## src/rtl/instruction_fetch_unit_if.sv

```systemverilog
// Fetch-side bundle: ROM address/data, redirect/stall control,
// and the IF/ID pipeline register outputs.
interface instruction_fetch_unit_if;
    logic [31:0] Addr;
    logic [31:0] Inst;
    logic        Stall;
    logic        Redirect;
    logic [31:0] RedirectPc;
    logic [31:0] IfId_Inst;
    logic [31:0] IfId_Pc;
    logic [31:0] IfId_PcPlus4;
    logic        IfId_Valid;
    logic        Halted;
    logic        MisalignErr;

    modport master (
        output Addr,
        input  Inst,
        input  Stall,
        input  Redirect,
        input  RedirectPc,
        output IfId_Inst,
        output IfId_Pc,
        output IfId_PcPlus4,
        output IfId_Valid,
        output Halted,
        output MisalignErr
    );

    modport slave (
        input  Addr,
        output Inst,
        output Stall,
        output Redirect,
        output RedirectPc,
        input  IfId_Inst,
        input  IfId_Pc,
        input  IfId_PcPlus4,
        input  IfId_Valid,
        input  Halted,
        input  MisalignErr
    );
endinterface

```

## src/rtl/instruction_fetch_unit.sv

```systemverilog
// Fetch stage: PC, ROM addressing and the IF/ID register,
// with stall, redirect/flush, halt detection and misalign flag.
module instruction_fetch_unit #(
    parameter logic [31:0] RESET_PC  = 32'h0000_0000,
    parameter logic [31:0] HALT_INST = 32'h0000_000C,
    parameter bit          HALT_EN   = 1'b1
) (
    input  logic                      Clk,
    input  logic                      Clrn,
    instruction_fetch_unit_if.master  bus
);

    typedef enum logic [1:0] {
        S_BOOT   = 2'd0,
        S_RUN    = 2'd1,
        S_HALTED = 2'd2
    } state_t;

    state_t      r_state;
    state_t      w_state_nxt;

    logic [31:0] r_pc;
    logic [31:0] r_ifid_inst;
    logic [31:0] r_ifid_pc;
    logic [31:0] r_ifid_pcp4;
    logic        r_ifid_valid;
    logic        r_misalign;

    logic        w_redirect;
    logic        w_fetch;
    logic        w_halt_hit;
    logic        w_drain;
    logic        w_halted;
    logic [31:0] w_pc_plus4;

    assign w_pc_plus4 = r_pc + 32'd4;

    always_ff @(posedge Clk or negedge Clrn) begin
        if (!Clrn) r_state <= S_BOOT;
        else       r_state <= w_state_nxt;
    end

    always_comb begin
        w_state_nxt = r_state;
        unique case (r_state)
            S_BOOT:   w_state_nxt = S_RUN;
            S_RUN:    if (w_halt_hit) w_state_nxt = S_HALTED;
            S_HALTED: if (bus.Redirect) w_state_nxt = S_RUN;
            default:  w_state_nxt = S_BOOT;
        endcase
    end

    // BOOT ignores every control input; redirect beats stall elsewhere
    always_comb begin
        w_redirect = 1'b0;
        w_fetch    = 1'b0;
        w_drain    = 1'b0;
        w_halted   = 1'b0;
        unique case (r_state)
            S_RUN: begin
                w_redirect = bus.Redirect;
                w_fetch    = !bus.Redirect && !bus.Stall;
            end
            S_HALTED: begin
                w_halted   = 1'b1;
                w_redirect = bus.Redirect;
                w_drain    = !bus.Redirect && !bus.Stall;
            end
            default: ;
        endcase
        w_halt_hit = w_fetch && HALT_EN && (bus.Inst == HALT_INST);
    end

    always_ff @(posedge Clk or negedge Clrn) begin
        if (!Clrn) begin
            r_pc         <= RESET_PC;
            r_ifid_inst  <= 32'd0;
            r_ifid_pc    <= 32'd0;
            r_ifid_pcp4  <= 32'd0;
            r_ifid_valid <= 1'b0;
            r_misalign   <= 1'b0;
        end else if (w_redirect) begin
            r_pc         <= {bus.RedirectPc[31:2], 2'b00};
            r_ifid_inst  <= 32'd0;
            r_ifid_valid <= 1'b0;
            if (bus.RedirectPc[1:0] != 2'b00) r_misalign <= 1'b1;
        end else if (w_fetch) begin
            r_ifid_inst  <= bus.Inst;
            r_ifid_pc    <= r_pc;
            r_ifid_pcp4  <= w_pc_plus4;
            r_ifid_valid <= 1'b1;
            if (!w_halt_hit) r_pc <= w_pc_plus4;
        end else if (w_drain) begin
            r_ifid_valid <= 1'b0;
        end
    end

    assign bus.Addr         = r_pc;
    assign bus.IfId_Inst    = r_ifid_inst;
    assign bus.IfId_Pc      = r_ifid_pc;
    assign bus.IfId_PcPlus4 = r_ifid_pcp4;
    assign bus.IfId_Valid   = r_ifid_valid;
    assign bus.Halted       = w_halted;
    assign bus.MisalignErr  = r_misalign;

endmodule

```

## src/flat_wrapper.sv

```systemverilog
// flat-port wrapper written by rule: the top's interface ports become plain ports
module instruction_fetch_unit_flat 
#(
    parameter logic [31:0] RESET_PC  = 32'h0000_0000,
    parameter logic [31:0] HALT_INST = 32'h0000_000C,
    parameter bit          HALT_EN   = 1'b1
)
  (Clk, Clrn, bus_Addr, bus_Inst, bus_Stall, bus_Redirect, bus_RedirectPc, bus_IfId_Inst, bus_IfId_Pc, bus_IfId_PcPlus4, bus_IfId_Valid, bus_Halted, bus_MisalignErr);
  instruction_fetch_unit_if bus_i ();
  input  logic Clk;
  input  logic Clrn;
  output wire logic [$bits(bus_i.Addr)-1:0] bus_Addr;
  input wire logic [$bits(bus_i.Inst)-1:0] bus_Inst;
  input wire logic [$bits(bus_i.Stall)-1:0] bus_Stall;
  input wire logic [$bits(bus_i.Redirect)-1:0] bus_Redirect;
  input wire logic [$bits(bus_i.RedirectPc)-1:0] bus_RedirectPc;
  output wire logic [$bits(bus_i.IfId_Inst)-1:0] bus_IfId_Inst;
  output wire logic [$bits(bus_i.IfId_Pc)-1:0] bus_IfId_Pc;
  output wire logic [$bits(bus_i.IfId_PcPlus4)-1:0] bus_IfId_PcPlus4;
  output wire logic [$bits(bus_i.IfId_Valid)-1:0] bus_IfId_Valid;
  output wire logic [$bits(bus_i.Halted)-1:0] bus_Halted;
  output wire logic [$bits(bus_i.MisalignErr)-1:0] bus_MisalignErr;
  assign bus_Addr = bus_i.Addr;
  assign bus_i.Inst = bus_Inst;
  assign bus_i.Stall = bus_Stall;
  assign bus_i.Redirect = bus_Redirect;
  assign bus_i.RedirectPc = bus_RedirectPc;
  assign bus_IfId_Inst = bus_i.IfId_Inst;
  assign bus_IfId_Pc = bus_i.IfId_Pc;
  assign bus_IfId_PcPlus4 = bus_i.IfId_PcPlus4;
  assign bus_IfId_Valid = bus_i.IfId_Valid;
  assign bus_Halted = bus_i.Halted;
  assign bus_MisalignErr = bus_i.MisalignErr;
  instruction_fetch_unit #(.RESET_PC(RESET_PC), .HALT_INST(HALT_INST), .HALT_EN(HALT_EN)) u_core (.Clk(Clk), .Clrn(Clrn), .bus(bus_i));
endmodule
```

## config.mk

```make
export PLATFORM = sky130hd
export DESIGN_NAME = instruction_fetch_unit_flat
export DESIGN_NICKNAME = d
export VERILOG_FILES = /design/src/rtl/instruction_fetch_unit_if.sv /design/src/rtl/instruction_fetch_unit.sv /design/src/flat_wrapper.sv
export SDC_FILE = /design/constraint.sdc
export NUM_CORES = 1
export LEC_CHECK = 0
export BUFFER_PORTS_ARGS = -buffer_cell sky130_fd_sc_hd__buf_4
export CELL_PAD_IN_SITES_DETAIL_PLACEMENT = 0
export CELL_PAD_IN_SITES_GLOBAL_PLACEMENT = 1
export CORE_MARGIN = 5
export CORE_UTILIZATION = 40
export DETAILED_ROUTE_END_ITERATION = 8
export HOLD_SLACK_MARGIN = 0.05
export PLACE_DENSITY = 0.93
export SKIP_LAST_GASP = 1
export SYNTH_ARGS = -nofsm -noshare
export SYNTH_HDL_FRONTEND = slang
export SYNTH_SLANG_ARGS = --single-unit
```

## constraint.sdc

```tcl
create_clock -name Clk -period 4.71 [get_ports Clk]
set_input_delay 0.7065 -clock Clk [delete_from_list [all_inputs] [get_ports Clk]]
set_output_delay 0.7065 -clock Clk [all_outputs]
set_load 0.05 [all_outputs]
```

# Word-level counts from Yosys, hierarchy flattened
# Index checks and enable logic that the tools add are counted.
# word_totals
ff_bits,132
output_inout_bits,131
# classes
addsub,1
n_eq_ne,6
n_mux,15
n_bitwise,1
n_reduce_logical,13
# ops
op,n
$mux 32,5
$add 32x3->32 const B,1
$eq 32x4->1 const B,1
$reduce_and 2->1,4
$mux 1,7
$pmux 2 s3,1
$mux 2,2
$ne 2x1->1 const B,2
$reduce_bool 2->1,2
$reduce_bool 3->1,1
$eq 2x1->1 const B,1
$eq 2x2->1 const B,1
$logic_and 1x1->1,2
$logic_not 1->1,2
$logic_not 2->1,1
$ne 2x2->1 const B,1
$reduce_or 2->1,1
$not 1->1,1

# Logic depth before layout (Yosys ltp)
# Gate-level depths: netlist (run 1).
# logic_depth
ltp_word,7
mapped_depth,9
depth_no_buf,7

# Worst setup path before layout (run 1)
# Ideal clock, no wire load.
# synth_timing
path_kind,flip-flop to flip-flop
startpoint,register u_core.r_pc[2] (netlist: u_core.bus.Addr[2])
endpoint,register u_core.r_pc[26] (netlist: u_core.bus.Addr[26])
t_arrival_ns,2.208
slack_ns,2.420
stages_incl_launch_ff,7
period_less_slack_ns,2.290
cell_sequence,dfrtp_1 ha_1 nand2_1 nor2_2 nand3_2 or4_1 a31oi_1
# synth_via
elab_chain_len,4
# synth_rtl
item,line_no,source
from (decl),instruction_fetch_unit.sv:22,logic [31:0] r_pc;
from (signal assigned),instruction_fetch_unit.sv:83,"r_pc <= {bus.RedirectPc[31:2], 2'b00};"
from (signal assigned),instruction_fetch_unit.sv:92,if (!w_halt_hit) r_pc <= w_pc_plus4;
$add 32x3->32,instruction_fetch_unit.sv:36,assign w_pc_plus4 = r_pc + 32'd4;
$mux 32,instruction_fetch_unit.sv:92,
$mux 32,instruction_fetch_unit.sv:87,end else if (w_fetch) begin
$mux 32,instruction_fetch_unit.sv:82,end else if (w_redirect) begin
# Every way passes these cells. The select of a mux whose other input is x is not followed.
# A chain may end at the register's enable or synchronous reset.

# Worst setup path in the final report (run 1)
# layout_timing
startpoint,register u_core.r_state[1]
endpoint,register u_core.r_pc[13] (netlist: u_core.bus.Addr[13])
# layout_via
elab_chain_len,5
elab_cells_between_ends,10
# layout_rtl
item,line_no,source
from (decl),instruction_fetch_unit.sv:19,state_t r_state;
from (signal assigned),instruction_fetch_unit.sv:40,else r_state <= w_state_nxt;
$eq 2x1->1 / $eq 2x2->1 (equally long branches),instruction_fetch_unit.sv:59,unique case (r_state)
$reduce_or 2->1 (no source line) / $mux 1 (equally long branches),--,
$mux 1 / $logic_and 1x1->1 (equally long branches),"instruction_fetch_unit.sv:59, instruction_fetch_unit.sv:71",
$ne 2x1->1 (no source line) / $reduce_bool 2->1 (equally long branches),--,
$reduce_and 2->1 (no source line),--,
# Several ways; a longest one is shown, not always the timed one.

==> summary.md, run 1 <==
| Metric | Value |
|---|---|
| Status | `completed` |
| PortBufs | `between 150 and 200` |
| Post-synth ARST share | `100%` |
| Rows | `45` |
| Final net count | `917` |
| CP Depth | `7` |
| Post-Synth XOR/XNOR Area | `approximately 4%` |
| CP arrival | `roughly 2.9 ns` |
| Hold Crit Class | `input pin to async pin` |
| Main combinational cell family by area after synthesis | `simple AND/OR/NAND/NOR gates` |
| Final Cycle Share | `between 50% and 60%` |
| CP endpoint kind | `register` |
| Antenna fix cells | `0` |
| Area Growth Syn to Fin | `35.8%` |
| Worst R2R Start | `u_core.r_state[1]` |
| DR vias | `around 5400` |
| Resize count post-CTS | `0` |
| First-pass GRT wire length | `between 20 and 30 mm` |
| Clock slew at reported path FFs | `roughly 0.050 ns` |
| # fillers | `approximately 1400` |
| Setup-failing EPs final | `0` |
| Max Clock Freq | `roughly 0.38 GHz` |
| Post-CTS Setup Bufs | `0` |
| Hold buffers post-CTS | `0` |
| Synth Register Bits | `about 130` |
| CTS buffer count | `17` |
| Seq/Total Area, Yosys | `roughly 52%` |
| Top post-synthesis cells by area | `dfrtp_1 (52%), nand2_1 (12%), nand3_1 (4.3%)` |
| Fin crit period | `about 2.6 ns` |
| Pins Over Slew Limit | `0` |
| Largest net degree at the start of global routing | `between 90 and 100` |
| 1st-pass router iterations | `5` |
| Synth Flop Type | `dfrtp_1` |
| RSZ-0062 raised after global routing | `false` |
| Comb power frac | `about 28%` |
| Max FO, Critical Path | `72` |
| Die width | `~130 µm` |
| Core region area | `~15000 µm²` |
| Layout Skew | `~0.0085 ns` |
| Path depth of the worst reg2reg path | `7` |
| Drt total wl | `~18 mm` |
| CP startpoint | `u_core.r_state[1]` |
| Share of cells above drive strength 1 | `roughly 29%` |
| Seq pwr share | `a little over a third` |
| Delay-heaviest family, CP | `buffers and inverters` |
| EDFF count, synth | `0` |
| CTS tree | `yes` |
| Clk sink count | `126` |
| Data required time of the critical path | `between 5 and 6 ns` |
| Most frequent cells in the layout | `buf_4 (199), nand2_1 (185), dfrtp_1 (126), nand3_1 (52), o21ai_0 (34)` |
| Tot GR Track Use | `~20%` |
| Crit-path cells | `inv_1, ha_1, nor3b_4, buf_4, a41o_1, a21oi_1, a311oi_1` |
| Syn_area_per_cell | `roughly 9 µm²` |
| Post-synth top area cell | `dfrtp_1` |
| Switch share | `about 36%` |
| Drt initial violations | `approximately 310` |
| Peak VDD IR | `around 0.24 mV` |
| Worst-Margin Slew | `1.17 ns` |
| Fin Setup TNS | `0 ns` |
| Switch Pwr | `between 0.001 and 0.0015 W` |
| Multi-input gate area | `~2700 µm²` |
| Power Total | `0.00381 W` |
| Post-synth cell types | `57` |
| CP startpoint kind | `register` |
| Buf/Inv on CP | `2` |
| CP max stage cell | `buf_4` |
| P_int | `approximately 0.0025 W` |
| Vert. Die Dim | `133 µm` |
| Pwr/cell area | `~460 nW/µm²` |
| Average routed wire per standard cell | `approximately 17 µm` |
| Vias per std cell | `~5.2` |
| Synth Area in Simple Gates | `between 20% and 30%` |
| Cell count after synthesis | `between 600 and 700` |
| Reg area | `about 3200 µm²` |
| Critical Setup Path Class | `register to register` |
| Initial core utilization | `40.3%` |
| Warnings, synthesis | `0` |
| Mapped cell area | `just over 6000 µm²` |
| Post-DRT Antenna Nets | `0` |
| Final Core Density | `a little over half` |
| Initial antenna violation count | `0` |
| # Max-Cap Violations | `0` |
| Vias in the first global route | `about 5400` |
| Pleak | `roughly 4 nW` |
| Synth top area share | `between 50% and 60%` |
| Final Wtd Congestion | `~0.8` |
| Die ar. | `17700 µm²` |
| # DRC | `0` |
| Commonest non-fill, non-tap cell in the layout | `buf_4` |
| Mux contribution to synthesized area | `0.847%` |
| Bufs on Longest Clock Path | `2` |
| Hpwl dp | `12.2 mm` |
| GRT Residual Overflow | `0` |
| Complex-gate fraction of the synthesized area | `a little over a tenth` |
| Max-slew headroom | `between 20% and 30%` |
| Post-synthesis adder-cell area fraction | `less than 1%` |
| Clk root buf | `clkbuf_16` |
| Worst path max stage delay | `just under 0.7 ns` |
| H-tree depth | `4` |
| I/O pin count | `roughly 200` |
| Worst skew pair latency | `about 0.42 ns` |
| Clock Power Share | `approximately 37%` |
| Final hold violations | `0` |
-- path summary, 6_finish.rpt --
kind	slack, ns	to
setup / recovery	2.10	u_core.bus.Addr[13]
max in group asynchronous	3.37	u_core.bus.IfId_Inst[22]
setup reg to reg	2.10	u_core.bus.Addr[13]
min in group Clk	0.47	u_core.bus.IfId_Pc[7]
hold reg to reg	0.47	u_core.bus.IfId_Pc[7]
hold / removal	0.35	u_core.bus.IfId_Pc[24]
-- cells in the mapped netlist, types with 8 or more instances --
cell	n
xor2_1	14
a31oi_1	13
clkbuf_1	26
nand3_1	52
nor2_1	31
xnor2_1	13
o21ai_0	34
or3_1	8
buf_1	10
buf_2	9
a21oi_1	14
inv_1	8
nor3_1	12
and3_1	11
nand2_1	186
dfrtp_1	126
-- routing by layer --
layer  vias up  GRT usage [%]  wire length, µm
li1       2645              -                -
met1      2578           26.6             7680
met2       182           31.2             8370
met3        17           7.19             1460
met4         0           6.12              204
met5         -              0                0
-- layout make-up --
| cell class | instances | area share [%] |
|---|---|---|
| Timing Repair Buffer | 200 | 18.3 |
| Clock inverter | 10 | 1.96 |
| Multi-Input combinational cell | 492 | 32.5 |
| Tap cell | 188 | 2.86 |
| Clock buffer | 21 | 5.72 |
| Inverter | 8 | 0.365 |
| Sequential cell | 126 | 38.3 |
-- sequential cells by signal (all words and copies together) (netlist names) --
signal                   cells
u_core.bus.MisalignErr       1
u_core.bus.IfId_Inst        32
u_core.bus.IfId_PcPlus4     30
u_core.bus.IfId_Pc          30
u_core.r_state               2
u_core.bus.IfId_Valid        1
u_core.bus.Addr             30
-- logic make-up (layout without fill, tap and decap cells) --
kind of cell / Yosys count / count (layout)
xor gates and xnor gates: 27 / 27
muxes: 5 / 5
adders and majority gates: 4 / 4
DFF: 126 / 126
AOI/OAI and AO/OA: 104 / 104
and+or+nand+nor: 346 / 346
other: 1 / 6
buffers and inverters: 61 / 239
-- stage by stage --
stage               hold WS (ns)  area, µm²  std cells  setup WS, ns
floorplan                  0.411       6080        679          2.42
global placement           0.459       7600       1014          1.70
detailed placement         0.464       7600       1014          1.67
CTS                        0.408       8230       1045          2.07
global route               0.432       8230       1045          1.94
finish                     0.348       8230       1045          2.10
-- power groups by stage --
stage	sequential (W)	combinational, W	clock (W)
after CTS	0.00134	0.00108	0.00143
after detailed placement	0.00136	0.00107	0
final	0.00134	0.00106	0.00140
after global placement	0.00136	0.00107	0
after global routing	0.00137	0.00113	0.00147
after floorplan	0.00181	0.000247	0
Power figures use the tool's default switching activity.
==> run 2: changes to the inputs <==
--- a/config.mk
+++ b/config.mk
@@ -9,10 +9,10 @@
 export CELL_PAD_IN_SITES_DETAIL_PLACEMENT = 0
 export CELL_PAD_IN_SITES_GLOBAL_PLACEMENT = 1
 export CORE_MARGIN = 5
-export CORE_UTILIZATION = 40
+export CORE_UTILIZATION = 34
 export DETAILED_ROUTE_END_ITERATION = 8
 export HOLD_SLACK_MARGIN = 0.05
-export PLACE_DENSITY = 0.93
+export PLACE_DENSITY = 0.85
 export SKIP_LAST_GASP = 1
 export SYNTH_ARGS = -nofsm -noshare
 export SYNTH_HDL_FRONTEND = slang
==> constraint.sdc (replaced) <==
create_clock -name Clk -period 2.2 [get_ports Clk]
set_input_delay 0.33 -clock Clk [delete_from_list [all_inputs] [get_ports Clk]]
set_output_delay 0.33 -clock Clk [all_outputs]
set_load 0.05 [all_outputs]
==> run 2 against run 1 <==
Utilization is 4.7 points lower. Wire length is 7.7% higher. Combinational power up 130%. Cell area is 5.9% higher. Hold slack got worse by 0.23 ns. Maximum frequency rose by 28%. Clock skew hardly changed. Sequential share of layout area is 2.0 points lower. Non-clock buffer count is 50 higher.
==> summary.md, run 2 (synthesized netlist as in run 1, its figures left out) <==
| Metric | Value |
|---|---|
| Status | `completed (unchanged)` |
| CTS tree | `yes (unchanged)` |
| Worst path max stage delay | `0.41 ns (was 0.69 ns)` |
| Largest net degree at the start of global routing | `56 (was 93)` |
| Pins Over Slew Limit | `0 (unchanged)` |
| Hpwl dp | `14.1 mm (was 12.2 mm)` |
| Post-DRT Antenna Nets | `0 (unchanged)` |
| Setup-failing EPs final | `0 (unchanged)` |
| Clock slew at reported path FFs | `0.06 ns (was 0.05 ns)` |
| Final hold violations | `0 (unchanged)` |
| CP startpoint kind | `register (unchanged)` |
| Hold Crit Class | `input pin to register (was input pin to async pin)` |
| Vias per std cell | `5.05 (was 5.19)` |
| Delay-heaviest family, CP | `simple AND/OR/NAND/NOR gates (was buffers and inverters)` |
| Power Total | `0.00813 W (was 0.00381 W)` |
| Average routed wire per standard cell | `16.8 µm (was 17.0 µm)` |
| Hold path depth | `3` |
| Path depth of the worst reg2reg path | `8 (was 7)` |
| Worst-Margin Slew | `0.492 ns (was 1.17 ns)` |
| Buf/Inv on CP | `3 (was 2)` |
| I/O pin count | `199 (unchanged)` |
| Most frequent cells in the layout | `buf_4 (241), nand2_1 (185), dfrtp_1 (118), nand3_1 (52), o21ai_0 (34) (was buf_4 (199), nand2_1 (185), dfrtp_1 (126), nand3_1 (52), o21ai_0 (34))` |
| Initial core utilization | `34.8% (was 40.3%)` |
| Max Clock Freq | `0.489 GHz (was 0.383 GHz)` |
| # DRC | `0 (unchanged)` |
| # Max-Cap Violations | `0 (unchanged)` |
| RSZ-0062 raised after global routing | `false (unchanged)` |
| Pleak | `4.27 nW (was 4.02 nW)` |
| 1st-pass router iterations | `5 (unchanged)` |
| Tot GR Track Use | `18.6% (was 20.1%)` |
| Die ar. | `20600 µm² (was 17700 µm²)` |
| Die width | `144 µm (was 133 µm)` |
| Clk sink count | `126 (unchanged)` |
| PortBufs | `192 (unchanged)` |
| GRT Residual Overflow | `0 (unchanged)` |
| Data required time of the critical path | `2.52 ns (was 5.01 ns)` |
| Antenna fix cells | `0 (unchanged)` |
| Share of cells above drive strength 1 | `33.6% (was 29.1%)` |
| Vert. Die Dim | `144 µm (was 133 µm)` |
| Bufs on Longest Clock Path | `2 (unchanged)` |
| CP Depth | `8 (was 7)` |
| Max reg flops | `32 (unchanged)` |
| Critical Setup Path Class | `register to register (unchanged)` |
| Area Growth Syn to Fin | `43.9% (was 35.8%)` |
| R2R Setup Slk | `0.16 ns (was 2.10 ns)` |
| CP max stage cell | `or4_1 (was buf_4)` |
| Pwr/cell area | `933 nW/µm² (was 463 nW/µm²)` |
| Layout Skew | `0.00885 ns (was 0.00849 ns)` |
| Final Wtd Congestion | `0.857 (was 0.791)` |
| H-tree depth | `4 (unchanged)` |
| Fin crit period | `2.04 ns (was 2.61 ns)` |
| Core region area | `17400 µm² (was 15000 µm²)` |
| Rows | `48 (was 45)` |
| Final Cycle Share | `92.9% (was 55.4%)` |
| Min Hold Slack | `0.114 ns (was 0.348 ns)` |
| Max FO, Critical Path | `29 (was 72)` |
| Clk root buf | `clkbuf_16 (unchanged)` |
| CTS buffer count | `17 (unchanged)` |
| Drt total wl | `19.1 mm (was 17.7 mm)` |
| Drt initial violations | `396 (was 313)` |
| CP arrival | `2.37 ns (was 2.91 ns)` |
| Initial antenna violation count | `0 (unchanged)` |
| Fin Setup TNS | `0 ns (unchanged)` |
| Worst skew pair latency | `0.42 ns (about the same)` |
| CP endpoint kind | `register (unchanged)` |
| Crit-path cells | `inv_1, ha_1, nor3b_4, buf_4, o31ai_4, buf_12, or4_1, a31oi_1 (was inv_1, ha_1, nor3b_4, buf_4, a41o_1, a21oi_1, a311oi_1)` |
| Peak VDD IR | `0.539 mV (was 0.242 mV)` |
| Final net count | `967 (was 917)` |
| Commonest non-fill, non-tap cell in the layout | `buf_4 (unchanged)` |
| Max-slew headroom | `66.9% (was 22.1%)` |
| Vias in the first global route | `5501 (was 5427)` |
| First-pass GRT wire length | `30.1 mm (was 28.7 mm)` |
| DR vias | `5722 (was 5422)` |
[run 2: changes by cell type in the layout (fill, tap and decap cells not counted), moves of 3 or more]
cell      change
dfrtp_2       +8
buf_4        +42
dfrtp_1       -8
buf_12        +7
clkbuf_1      +3
[run 2: report_power, final]
part           internal [W]  switching [W]
registers           0.00261       0.000193
logic              0.000761        0.00172
clock network       0.00181        0.00104
total               0.00518        0.00295
[run 2: through the flow]
| step | util (%) | setup WS (ns) | std cells | cell area [µm²] |
|---|---|---|---|---|
| 2_1_floorplan | - | 0.000179 | 679 | 6090 |
| 3_3_place_gp | 46.6 | 0.0614 | 1100 | 8110 |
| 3_5_place_dp | 46.6 | 0.0234 | 1100 | 8110 |
| 4_1_cts | 50.0 | 0.155 | 1133 | 8710 |
| 5_1_grt | 50.1 | 0.0593 | 1133 | 8720 |
| 6_report | 50.1 | 0.157 | 1133 | 8720 |
[run 2: worst register-to-register path: cells and delay by family, from the launching register on]
kind / cells / cell delay, ns
buf+inv: 3 / 0.42
simple gates: 2 / 0.69
flops: 1 / 0.39
compound gates: 2 / 0.29
fa+ha+maj: 1 / 0.17
[run 2: layout make-up]
class	count	area, µm²
fillers	1688	8700
flip-flops and latches	126	3160
multi-input cells	492	2680
repair buffers	250	1970
clock buffers	22	454
well taps	225	282
clock inverters	10	139
inverters	8	30.0
[run 2: what timing repair did]
action	CTS	global route
hold buffers	1	0
resized for setup	0	1
endpoints found under the hold margin	40	0
setup buffers	0	0
setup endpoints to repair	0	1
[run 2: worst paths after layout]
path / start / to
min in group asynchronous: Clrn / u_core.bus.IfId_Pc[17]
max: u_core.r_state[1] / u_core.bus.Addr[21]
min: bus_Inst[11] / u_core.bus.IfId_Inst[11]
min reg2reg: u_core.bus.IfId_Pc[7] / u_core.bus.IfId_Pc[7]
max in group asynchronous: Clrn / u_core.bus.Addr[23]
max reg2reg: u_core.r_state[1] / u_core.bus.Addr[21]
[run 2: per-layer routing]
metal  part of all wire [%]  track usage [%]  vias to the layer above
li1                       -                -                     2765
met1                     45             25.8                     2756
met2                     47             28.2                      194
met3                    8.0             6.32                        7
met4                   0.67             4.21                        0
met5                      0                0                        -
==> run 3: changes to the inputs <==
--- a/config.mk
+++ b/config.mk
@@ -12,7 +12,7 @@
 export CORE_UTILIZATION = 34
 export DETAILED_ROUTE_END_ITERATION = 8
 export HOLD_SLACK_MARGIN = 0.05
-export PLACE_DENSITY = 0.85
+export PLACE_DENSITY = 0.89
 export SKIP_LAST_GASP = 1
 export SYNTH_ARGS = -nofsm -noshare
 export SYNTH_HDL_FRONTEND = slang
==> run 3 against run 2 <==
Count of clock-buffer cells in the layout down 1. Sequential share of layout area increased by 0.25 points. Maximum frequency is 0.68% lower. Final cell count down 0.18%. Cell area fell by 0.69%. Worst setup slack worse by 0.014 ns. Utilization down 0.34 points. Hold slack got worse by 0.0027 ns.
==> summary.md, run 3 (synthesized netlist as in run 1, its figures left out) <==
| Metric | Value |
|---|---|
| Max-slew headroom | `66.0% (was 66.9%)` |
| # Max-Cap Violations | `0 (unchanged)` |
| Worst R2R Start | `u_core.r_state[1] (unchanged)` |
| Antenna fix cells | `0 (unchanged)` |
| Hold path startpoint | `bus_Inst[11] (unchanged)` |
| WHS Endpoint | `u_core.bus.IfId_Inst[11] (unchanged)` |
| Seq pwr share | `35.1% (was 34.5%)` |
| Clk sink count | `126 (unchanged)` |
| Fin crit period | `2.06 ns (was 2.04 ns)` |
| Pins Over Slew Limit | `0 (unchanged)` |
| DR vias | `5675 (was 5722)` |
| # fillers | `1673 (was 1688)` |
| Average routed wire per standard cell | `17.2 µm (was 16.8 µm)` |
| Clock slew at reported path FFs | `0.06 ns (about the same)` |
| Drt total wl | `19.4 mm (was 19.1 mm)` |
| Final Cycle Share | `93.5% (was 92.9%)` |
| Vert. Die Dim | `144 µm (unchanged)` |
| Final Wtd Congestion | `0.850 (was 0.857)` |
| Most frequent cells in the layout | `buf_4 (241), nand2_1 (185), dfrtp_1 (118), nand3_1 (52), o21ai_0 (34) (unchanged)` |
| Clk root buf | `clkbuf_16 (unchanged)` |
| Setup-failing EPs final | `0 (unchanged)` |
| Hold path depth | `3 (unchanged)` |
| Vias in the first global route | `5669 (was 5501)` |
| # DRC | `0 (unchanged)` |
| Bufs on Longest Clock Path | `2 (unchanged)` |
| GRT Residual Overflow | `0 (unchanged)` |
| Reg-to-reg critical path endpoint | `u_core.bus.Addr[14] (was u_core.bus.Addr[21])` |
| Switch share | `36.8% (was 36.3%)` |
| Drt initial violations | `371 (was 396)` |
| Comb power frac | `30.8% (was 30.5%)` |
| CP endpoint kind | `register (unchanged)` |
| Rows | `48 (unchanged)` |
| Pwr/cell area | `928 nW/µm² (was 933 nW/µm²)` |
| R2R Setup Slk | `0.14 ns (was 0.16 ns)` |
| Die ar. | `20600 µm² (unchanged)` |
| Peak VDD IR | `0.587 mV (was 0.539 mV)` |
| Tot GR Track Use | `19.0% (was 18.6%)` |
| CP startpoint kind | `register (unchanged)` |
| Max Clock Freq | `0.486 GHz (was 0.489 GHz)` |
| Share of cells above drive strength 1 | `33.8% (was 33.6%)` |
| PortBufs | `192 (unchanged)` |
| Hold Crit Class | `input pin to register (unchanged)` |
| Placed instance area | `8040 µm² (was 8110 µm²)` |
| Core region area | `17400 µm² (unchanged)` |
| Initial antenna violation count | `0 (unchanged)` |
| Switch Pwr | `0.00296 W (was 0.00295 W)` |
| Fin Setup TNS | `0 ns (unchanged)` |
| Critical Setup Path Class | `register to register (unchanged)` |
| RSZ-0062 raised after global routing | `false (unchanged)` |
| H-tree depth | `4 (unchanged)` |
| Vias per std cell | `5.02 (was 5.05)` |
| Worst-Margin Slew | `0.510 ns (was 0.492 ns)` |
| Path depth of the worst reg2reg path | `8 (unchanged)` |
| CTS tree | `yes (unchanged)` |
| Final net count | `965 (was 967)` |
| Final Core Density | `49.7% (was 50.1%)` |
| Final instance area | `8660 µm² (was 8720 µm²)` |
| 1st-pass router iterations | `5 (unchanged)` |
| Worst skew pair latency | `0.41 ns (was 0.42 ns)` |
| Status | `completed (unchanged)` |
| Max FO, Critical Path | `8 (was 29)` |
| Data required time of the critical path | `2.46 ns (was 2.52 ns)` |
| Layout Skew | `0.00886 ns (was 0.00885 ns)` |
| Min Hold Slack | `0.111 ns (was 0.114 ns)` |
| Commonest non-fill, non-tap cell in the layout | `buf_4 (unchanged)` |
| Largest net degree at the start of global routing | `52 (was 56)` |
| Post-DRT Antenna Nets | `0 (unchanged)` |
| Clock Power Share | `34.2% (was 35.0%)` |
| First-pass GRT wire length | `30.8 mm (was 30.1 mm)` |
| Hpwl dp | `14.2 mm (was 14.1 mm)` |
| Final hold violations | `0 (unchanged)` |
| Pleak | `4.24 nW (was 4.27 nW)` |
| Initial core utilization | `34.8% (unchanged)` |
| P_int | `0.00508 W (was 0.00518 W)` |
| CTS buffer count | `17 (unchanged)` |
| Area Growth Syn to Fin | `42.9% (was 43.9%)` |
| CP arrival | `2.32 ns (was 2.37 ns)` |
| I/O pin count | `199 (unchanged)` |
| Max reg flops | `32 (unchanged)` |
| Die width | `144 µm (unchanged)` |
==> run 3: worst max-delay path by stage <==
| stage | from | to | slack (ns) | cells after the start |
|---|---|---|---|---|
| 6_report | u_core.r_state[1] | u_core.bus.Addr[14] | 0.14 | 8 |
| 5_1_grt | u_core.r_state[1] | u_core.bus.Addr[14] | 0.02 | 8 |
| 4_1_cts | u_core.r_state[1] | u_core.bus.Addr[14] | 0.11 | 8 |
| 3_5_place_dp | bus_Inst[6] | u_core.bus.Addr[12] | 0.07 | 7 |
| 3_3_place_gp | bus_Inst[14] | u_core.bus.Addr[12] | 0.11 | 7 |
| 2_1_floorplan | u_core.bus.Addr[13] | u_core.bus.Addr[31] | 0.0002 | 5 |
==> run 3: final cells by class <==
cell class | count | area, µm² | area share, %
clock buffers | 21 | 460 | 5.32
clock inverters | 11 | 116 | 1.34
inverters | 8 | 30.0 | 0.347
multi-input cells | 492 | 2680 | 31.0
flip-flops and latches | 126 | 3160 | 36.5
well taps | 225 | 282 | 3.25
repair buffers | 248 | 1920 | 22.2
==> run 3: critical path, cell delays in order, from the launching register on <==
cell and delay (ns):
dfrtp_1 0.40, inv_1 0.09, ha_1 0.17, nor3b_4 0.33, nand2_1 0.12, or3_4 0.42
buf_4 0.19, a21oi_1 0.13, a311oi_1 0.06
==> run 3: metal layers <==
metal  wire length, µm  up-vias  global-route usage [%]
met5                 0        -                       0
met4               226        0                    4.91
met3              1530       12                    5.16
met1              8500     2733                    26.2
met2              9140      184                    29.8
li1                  -     2746                       -
==> run 3: timing repair <==
action / CTS / global route
hold endpoints to repair: 47 / 0
setup buffers: 0 / 2
hold buffers: 1 / 0
setup endpoints to repair: 0 / 8
resized for setup: 0 / 3
==> run 3: power groups by stage <==
| stage | sequential [W] | clock [W] | combinational (W) |
|---|---|---|---|
| 5_1_grt | 0.00286 | 0.00291 | 0.00263 |
| 3_5_place_dp | 0.00285 | 0 | 0.00248 |
| 4_1_cts | 0.00282 | 0.00281 | 0.00249 |
| 2_1_floorplan | 0.00387 | 0 | 0.000528 |
| 6_report | 0.00282 | 0.00275 | 0.00247 |
| 3_3_place_gp | 0.00284 | 0 | 0.00246 |
==> run 3: metrics by stage <==
stage	total power, W	std cells	worst slack, ns
after floorplan	0.00440	679	0.000179
after global placement	0.00531	1096	0.112
after detailed placement	0.00534	1096	0.0686
after CTS	0.00812	1129	0.114
after global routing	0.00840	1131	0.0195
final	0.00803	1131	0.143
